<file path="src/rtl/stopwatch_pkg.sv">
// stopwatch_pkg: shared types and helpers for the stopwatch core.
//   state_t     : top-level control states
//   bcd_t       : one BCD digit
//   SEC_MAX     : largest seconds value (binary and two-digit BCD form)
//   to_bcd2     : binary 0..99 to two-digit BCD (for parameter constants)
//   bcd2_inc    : two-digit BCD increment with wrap to 00 above max_v
//   bcd2_dec    : two-digit BCD decrement with wrap from 00 to max_v
// The inc/dec helpers return {wrapped, next_value}; the wrapped bit
// drives the carry/borrow into the next field.
package stopwatch_pkg;

  typedef enum logic [1:0] {
    PAUSED  = 2'd0,
    RUNNING = 2'd1,
    ADJUST  = 2'd2,
    DONE    = 2'd3
  } state_t;

  typedef logic [3:0] bcd_t;

  localparam int unsigned SEC_MAX     = 59;
  localparam logic [7:0]  SEC_MAX_BCD = 8'h59;

  function automatic logic [7:0] to_bcd2(input int unsigned n);
    logic [7:0] r;
    r[7:4] = 4'((n / 10) % 10);
    r[3:0] = 4'(n % 10);
    return r;
  endfunction

  function automatic logic [8:0] bcd2_inc(input logic [7:0] v, input logic [7:0] max_v);
    logic [8:0] r;
    if (v == max_v)            r = {1'b1, 8'h00};
    else if (v[3:0] == 4'd9)   r = {1'b0, v[7:4] + 4'd1, 4'd0};
    else                       r = {1'b0, v[7:4], v[3:0] + 4'd1};
    return r;
  endfunction

  function automatic logic [8:0] bcd2_dec(input logic [7:0] v, input logic [7:0] max_v);
    logic [8:0] r;
    if (v == 8'h00)            r = {1'b1, max_v};
    else if (v[3:0] == 4'd0)   r = {1'b0, v[7:4] - 4'd1, 4'd9};
    else                       r = {1'b0, v[7:4], v[3:0] - 4'd1};
    return r;
  endfunction

endpackage

</file>
<file path="src/rtl/stopwatch_core_tick_gen.sv">
// tick_gen: restartable modulo-DIV prescaler.
//   clk     : system clock
//   reset   : asynchronous active-low reset (counter to 0)
//   restart : synchronous return of the counter to 0
//   pulse   : high for one cycle when the counter sits at DIV-1,
//             i.e. DIV cycles after a restart (or after reset)
module tick_gen #(
  parameter int unsigned DIV = 4
) (
  input  logic clk,
  input  logic reset,
  input  logic restart,
  output logic pulse
);

  localparam int unsigned W    = (DIV > 1) ? $clog2(DIV) : 1;
  localparam logic [W-1:0] LAST = W'(DIV - 1);

  generate
    if (DIV == 0) begin : g_bad_div
      $error("tick_gen: DIV must be non-zero");
    end
  endgenerate

  logic [W-1:0] cnt;

  always_ff @(posedge clk or negedge reset) begin
    if (!reset)            cnt <= '0;
    else if (restart)      cnt <= '0;
    else if (cnt == LAST)  cnt <= '0;
    else                   cnt <= cnt + 1'b1;
  end

  assign pulse = (cnt == LAST);

endmodule

</file>
<file path="src/rtl/stopwatch_core.sv">
// stopwatch_core: mm:ss up/down timekeeping core.
//   clk, reset            : system clock, asynchronous active-low reset
//   pause_pulse           : one-cycle start/stop toggle
//   clear_pulse           : one-cycle clear to 00:00
//   adj, sel              : adjust mode level; field select (0 min, 1 sec)
//   dir                   : 0 count up, 1 count down
//   min_tens..sec_units   : registered BCD digits
//   running/adjusting/done: one-hot view of RUNNING/ADJUST/DONE
//                           (all low means PAUSED)
//   blink_mask            : per-digit blank request, 1 = blank
// Control priority inside one cycle: adj > clear > pause > count tick.
module stopwatch_core
  import stopwatch_pkg::*;
#(
  parameter int unsigned CLK_HZ   = 100000000,
  parameter int unsigned COUNT_HZ = 1,
  parameter int unsigned ADJ_HZ   = 2,
  parameter int unsigned BLINK_HZ = 1,
  parameter int unsigned MM_MAX   = 59
) (
  input  logic       clk,
  input  logic       reset,
  input  logic       pause_pulse,
  input  logic       clear_pulse,
  input  logic       adj,
  input  logic       sel,
  input  logic       dir,
  output logic [3:0] min_tens,
  output logic [3:0] min_units,
  output logic [3:0] sec_tens,
  output logic [3:0] sec_units,
  output logic       running,
  output logic       adjusting,
  output logic       done,
  output logic [3:0] blink_mask
);

  localparam int unsigned COUNT_DIV = (COUNT_HZ == 0) ? 0 : CLK_HZ / COUNT_HZ;
  localparam int unsigned ADJ_DIV   = (ADJ_HZ == 0)   ? 0 : CLK_HZ / ADJ_HZ;
  localparam int unsigned BLINK_DIV = (BLINK_HZ == 0) ? 0 : CLK_HZ / (2 * BLINK_HZ);
  localparam logic [7:0]  MM_MAX_BCD = to_bcd2(MM_MAX);

  generate
    if (MM_MAX < 1 || MM_MAX > 99) begin : g_bad_mm_max
      $error("stopwatch_core: MM_MAX must be in 1..99");
    end
  endgenerate

  state_t     state, state_n;
  logic [7:0] min_q, min_n;
  logic [7:0] sec_q, sec_n;
  logic       phase;
  logic       count_tick, adj_tick, blink_tick;
  logic       count_restart, adj_restart;
  logic [8:0] sec_step, min_step;
  logic       at_zero;

  // Prescalers restart on entry so the first tick lands a full period
  // after the start pulse / adjust entry.
  assign count_restart = (state_n == RUNNING) && (state != RUNNING);
  assign adj_restart   = (state_n == ADJUST)  && (state != ADJUST);

  tick_gen #(.DIV(COUNT_DIV)) u_count_tick (
    .clk(clk), .reset(reset), .restart(count_restart), .pulse(count_tick)
  );

  tick_gen #(.DIV(ADJ_DIV)) u_adj_tick (
    .clk(clk), .reset(reset), .restart(adj_restart), .pulse(adj_tick)
  );

  tick_gen #(.DIV(BLINK_DIV)) u_blink_tick (
    .clk(clk), .reset(reset), .restart(1'b0), .pulse(blink_tick)
  );

  assign at_zero = (min_q == 8'h00) && (sec_q == 8'h00);

  always_ff @(posedge clk or negedge reset) begin
    if (!reset) begin
      state <= PAUSED;
      min_q <= 8'h00;
      sec_q <= 8'h00;
      phase <= 1'b0;
    end else begin
      state <= state_n;
      min_q <= min_n;
      sec_q <= sec_n;
      if (blink_tick) phase <= ~phase;
    end
  end

  always_comb begin
    state_n  = state;
    min_n    = min_q;
    sec_n    = sec_q;
    sec_step = 9'd0;
    min_step = 9'd0;

    // Clear always zeroes the value; its effect on state depends on adj.
    if (clear_pulse) begin
      min_n = 8'h00;
      sec_n = 8'h00;
    end

    if (adj) begin
      state_n = ADJUST;
    end else begin
      case (state)
        ADJUST: state_n = PAUSED;
        PAUSED: begin
          // A down-count from 00:00 would finish instantly; refuse to start.
          if (!clear_pulse && pause_pulse && !(dir && at_zero))
            state_n = RUNNING;
        end
        RUNNING: begin
          if (clear_pulse || pause_pulse) begin
            state_n = PAUSED;
          end else if (count_tick) begin
            if (!dir) begin
              if (min_q == MM_MAX_BCD && sec_q == SEC_MAX_BCD) begin
                state_n = DONE;
              end else begin
                sec_step = bcd2_inc(sec_q, SEC_MAX_BCD);
                sec_n    = sec_step[7:0];
                if (sec_step[8]) begin
                  min_step = bcd2_inc(min_q, MM_MAX_BCD);
                  min_n    = min_step[7:0];
                end
              end
            end else begin
              // dir may flip while running at 00:00; treat that as done
              // rather than underflowing.
              if (at_zero) begin
                state_n = DONE;
              end else begin
                sec_step = bcd2_dec(sec_q, SEC_MAX_BCD);
                sec_n    = sec_step[7:0];
                if (sec_step[8]) begin
                  min_step = bcd2_dec(min_q, MM_MAX_BCD);
                  min_n    = min_step[7:0];
                end
                if (min_n == 8'h00 && sec_n == 8'h00) state_n = DONE;
              end
            end
          end
        end
        DONE: begin
          if (clear_pulse) state_n = PAUSED;
        end
        default: state_n = PAUSED;
      endcase
    end

    // Field adjustment: no carry between fields.
    if (state == ADJUST && adj && adj_tick && !clear_pulse) begin
      if (sel) begin
        sec_step = bcd2_inc(sec_q, SEC_MAX_BCD);
        sec_n    = sec_step[7:0];
      end else begin
        min_step = bcd2_inc(min_q, MM_MAX_BCD);
        min_n    = min_step[7:0];
      end
    end
  end

  always_comb begin
    blink_mask = 4'b0000;
    if (phase) begin
      if (state == ADJUST)    blink_mask = sel ? 4'b0011 : 4'b1100;
      else if (state == DONE) blink_mask = 4'b1111;
    end
  end

  assign min_tens  = min_q[7:4];
  assign min_units = min_q[3:0];
  assign sec_tens  = sec_q[7:4];
  assign sec_units = sec_q[3:0];
  assign running   = (state == RUNNING);
  assign adjusting = (state == ADJUST);
  assign done      = (state == DONE);

endmodule

</file>
<file path="config.mk">
export PLATFORM = sky130hd
export DESIGN_NAME = stopwatch_core
export DESIGN_NICKNAME = d
export VERILOG_FILES = /design/src/rtl/stopwatch_pkg.sv /design/src/rtl/stopwatch_core_tick_gen.sv /design/src/rtl/stopwatch_core.sv
export SDC_FILE = /design/constraint.sdc
export NUM_CORES = 1
export LEC_CHECK = 0
export BUFFER_PORTS_ARGS = -buffer_cell sky130_fd_sc_hd__buf_4
export CORE_ASPECT_RATIO = 1.2
export CORE_UTILIZATION = 55
export CTS_CLUSTER_DIAMETER = 50
export CTS_CLUSTER_SIZE = 8
export DETAILED_ROUTE_END_ITERATION = 7
export PLACE_DENSITY = 0.84
export REMOVE_ABC_BUFFERS = 1
export SYNTH_ARGS = -nofsm -noshare
export SYNTH_HDL_FRONTEND = slang
export SYNTH_SLANG_ARGS = --single-unit
</file>
<file path="constraint.sdc">
create_clock -name clk -period 2.9 [get_ports clk]
set_clock_uncertainty 0.2 [all_clocks]
set_input_delay 0.29 -clock clk [delete_from_list [all_inputs] [get_ports clk]]
set_output_delay 0.29 -clock clk [all_outputs]
set_load 0.005 [all_outputs]
</file>
==> metrics.yaml <==
status: "completed"
drt-vias-per-instance: 6.023
setup_repair_after_global_routing_missed_its_margin: "false"
ir_drop_mv: 0.4751
globalRouteTotalUtil: 0.2804
setup_viol_count_final: 0
post_synth_inst_count: 708
maximum_number_of_pins_on_one_net_before_global_route_repair: 41
fillers: 909
floorplan.initialDensity: 0.5691
antenna_cells: 0
cp.arrival_ps: 2850
tritoncts: "yes"
max-slew-margin-rel: 0.4517
critical_path.startpoint_type: "flop"
power-per-cell-area_nw_per_um2: 447.2
detail_route.iter0.violations: 307
floorplan.rows: 42
clk_latency_ps: 350
final-hold-violation-count: 0
clock-sinks: 98
drt.antenna.violating_nets: 0
worst_ep_required_time_ps: 2960
synth-warning-count: 0
layout.cell_area.non_filler_um2: 7217
tritoncts.num_buffers: 9
half_perimeter_wire_length_after_placement_um: 11800
synth.cell_area_um2: 6310
die_area_um2: 11910
antenna_violations_before_repair: 0
drt-total-wl_um: 16020
die_extent_in_y_um: 119.3
grt_first_pass_wirelength_um: 26210
min-delay-path-class: "in2reg"
detail_route.drc_violations: 0
highest_fanout_seen_on_the_critical_path: 6
synth_area_leaders: "sky130_fd_sc_hd__dfrtp_1 39%, sky130_fd_sc_hd__nor2_1 6.8%, sky130_fd_sc_hd__xnor2_1 6.2%"
synthTopCellsByCount: "115 x sky130_fd_sc_hd__nor2_1, 98 x sky130_fd_sc_hd__dfrtp_1, 61 x sky130_fd_sc_hd__nand2_1"
clk_path_buf_depth: 2
yosysTopAreaCellShare: 0.3887
cap_viol_max_count: 0
worstSetupEndpointType: "flop"
seq_area_frac_synth: 0.3887
drv_slew: 0
setup_total_negative_slack_ps: 0
seq_area_um2: 2454
top_count_cell_post_synth: "sky130_fd_sc_hd__nor2_1"
path_clk_slew_ps: 70
portBuffers: 29
multi_input_comb_area_um2: 3641
drt-wirelength-per-cell_um: 17.40
timing.setup.critical_path_class: "reg2reg"
yosys.cell_types.count: 82
finalWorstPathRequiredPeriod_ps: 2792
first_global_vias: 5343
power_leakage_uw: 0.003104
min_period_over_period: 0.9626
design.final.nets: 787
dominantRegCellSynth: "sky130_fd_sc_hd__dfrtp_1"
area.growth.synth_to_final_pct: 14.38
post_dp_cell_area_um2: 6869
first_pass_iters: 7
synth.avg_cell_area_um2: 8.912
fp.dieW_um: 99.78
globalRoute.totalOverflow: 0
cts_htree_levels: 3
core-area_um2: 11090
synth_enable_flop_cells: 0
async_flop_share: 1.000
yosys.area.top_type: "sky130_fd_sc_hd__dfrtp_1"
clockRootBuffer: "sky130_fd_sc_hd__clkbuf_16"
postSynthRegisterBits: 98
pin_count: 30
gp_congestion: 0.9196
detailroute.via_count: 5547
final_layout_size_suffix_gt1_frac: 0.1682
fmaxAchievable_mhz: 358.2
worst_slew_pin_slew_ps: 819.4
cells by family after synthesis:
group           Yosys count  synth area share
xor+xnor                 76            0.1055
compound gates          110            0.1190
mux                       7           0.01170
buf+inv                  49           0.03609
simple gates            351            0.3054
flops                    98            0.3887
fa+ha+maj                17           0.03371
state kept, by name (all words and copies together) (netlist names):
signal	flops
min_q	8
phase	1
sec_q	8
state	2
u_adj_tick.cnt	26
u_blink_tick.cnt	26
u_count_tick.cnt	27
per-stage QoR:
| stage | std cells | hold slack (ps) | total power, uW | utilization | worst slack (ps) |
|---|---|---|---|---|---|
| after global placement | 902 | 62.93 | 1987 | 0.6195 | 191.8 |
| after floorplan | 682 | -205.6 | 1876 | - | 325.9 |
| after global routing | 921 | 90.77 | 3359 | 0.6509 | 7.343 |
| final | 921 | 104.3 | 3227 | 0.6509 | 108.4 |
| after detailed placement | 902 | 63.29 | 2021 | 0.6195 | 112.5 |
| after CTS | 918 | 75.45 | 3251 | 0.6477 | 64.40 |
worst paths after layout:
kind,cells past startpoint,endpoint,slack (ps),from
worst min register to register,1,u_blink_tick.cnt[0]$_DFF_PN0_,260,u_blink_tick.cnt[0]$_DFF_PN0_
worst max-delay path,8,state[1]$_DFF_PN0_,110,min_q[0]$_DFF_PN0_
worst min-delay path,3,min_q[7]$_DFF_PN0_,100,adj
max in group asynchronous,3,u_count_tick.cnt[19]$_DFF_PN0_,1540,reset
min in group asynchronous,2,sec_q[7]$_DFF_PN0_,210,reset
worst max register to register,8,state[1]$_DFF_PN0_,110,min_q[0]$_DFF_PN0_
where the power goes:
group | leakage (uW) | internal [uW] | switching, uW
registers | 0.00131 | 1500 | 155
logic | 0.00165 | 159 | 193
clock network | 0.000139 | 693 | 532
total | 0.00310 | 2350 | 880
worst max-delay path: stages, from the launching register on:
cell	delay, ps
sky130_fd_sc_hd__dfrtp_2	450
sky130_fd_sc_hd__inv_2	100
sky130_fd_sc_hd__ha_1	210
sky130_fd_sc_hd__or3b_4	440
sky130_fd_sc_hd__or4_1	470
sky130_fd_sc_hd__o211ai_1	260
sky130_fd_sc_hd__o2111ai_1	130
sky130_fd_sc_hd__o31a_1	290
sky130_fd_sc_hd__o21ai_1	160
per-layer routing:
layer | share of wire | vias to the layer above | track usage
met4 | 0.027 | 0 | 0.1167
met5 | 0 | - | 0
met1 | 0.43 | 2700 | 0.3701
met2 | 0.49 | 190 | 0.4612
li1 | - | 2629 | -
met3 | 0.055 | 28 | 0.03815
repair_timing:
action | 4_1_cts | 5_1_grt
hold buffers | 1 | 0
endpoints found under the setup margin | 0 | 30
resized for setup | 0 | 5
buffers inserted | 0 | 3
endpoints found under the hold margin | 30 | 0
cells in the final DEF, fill, tap and decap left out, types with 6 or more instances in the layout:
cell type / Yosys / routed
sky130_fd_sc_hd__and4_1: 6 / 6
sky130_fd_sc_hd__nand4_1: 23 / 23
sky130_fd_sc_hd__ha_1: 17 / 17
sky130_fd_sc_hd__a21oi_1: 30 / 30
sky130_fd_sc_hd__xor2_1: 31 / 31
sky130_fd_sc_hd__clkbuf_16: 0 / 9
sky130_fd_sc_hd__nand3b_1: 6 / 6
sky130_fd_sc_hd__o21ai_0: 21 / 21
sky130_fd_sc_hd__xnor2_1: 45 / 45
sky130_fd_sc_hd__buf_4: 2 / 68
sky130_fd_sc_hd__nand2_1: 61 / 61
sky130_fd_sc_hd__dfrtp_1: 98 / 97
sky130_fd_sc_hd__nor3_1: 15 / 15
sky130_fd_sc_hd__nand3_1: 34 / 34
sky130_fd_sc_hd__inv_1: 23 / 22
sky130_fd_sc_hd__nor4_1: 8 / 8
sky130_fd_sc_hd__nor2b_1: 7 / 7
sky130_fd_sc_hd__o211ai_1: 11 / 11
sky130_fd_sc_hd__and3_1: 7 / 7
sky130_fd_sc_hd__or2_2: 8 / 9
sky130_fd_sc_hd__nor2_1: 115 / 115
layout make-up:
type                    count  area share
clock buffers              10     0.03311
repair buffers             70     0.07490
inverters                  23     0.01196
well taps                 154     0.02670
clock inverters             5    0.008842
multi-input cells         561      0.5045
flip-flops and latches     98      0.3400
Power figures use the tool's default switching activity.
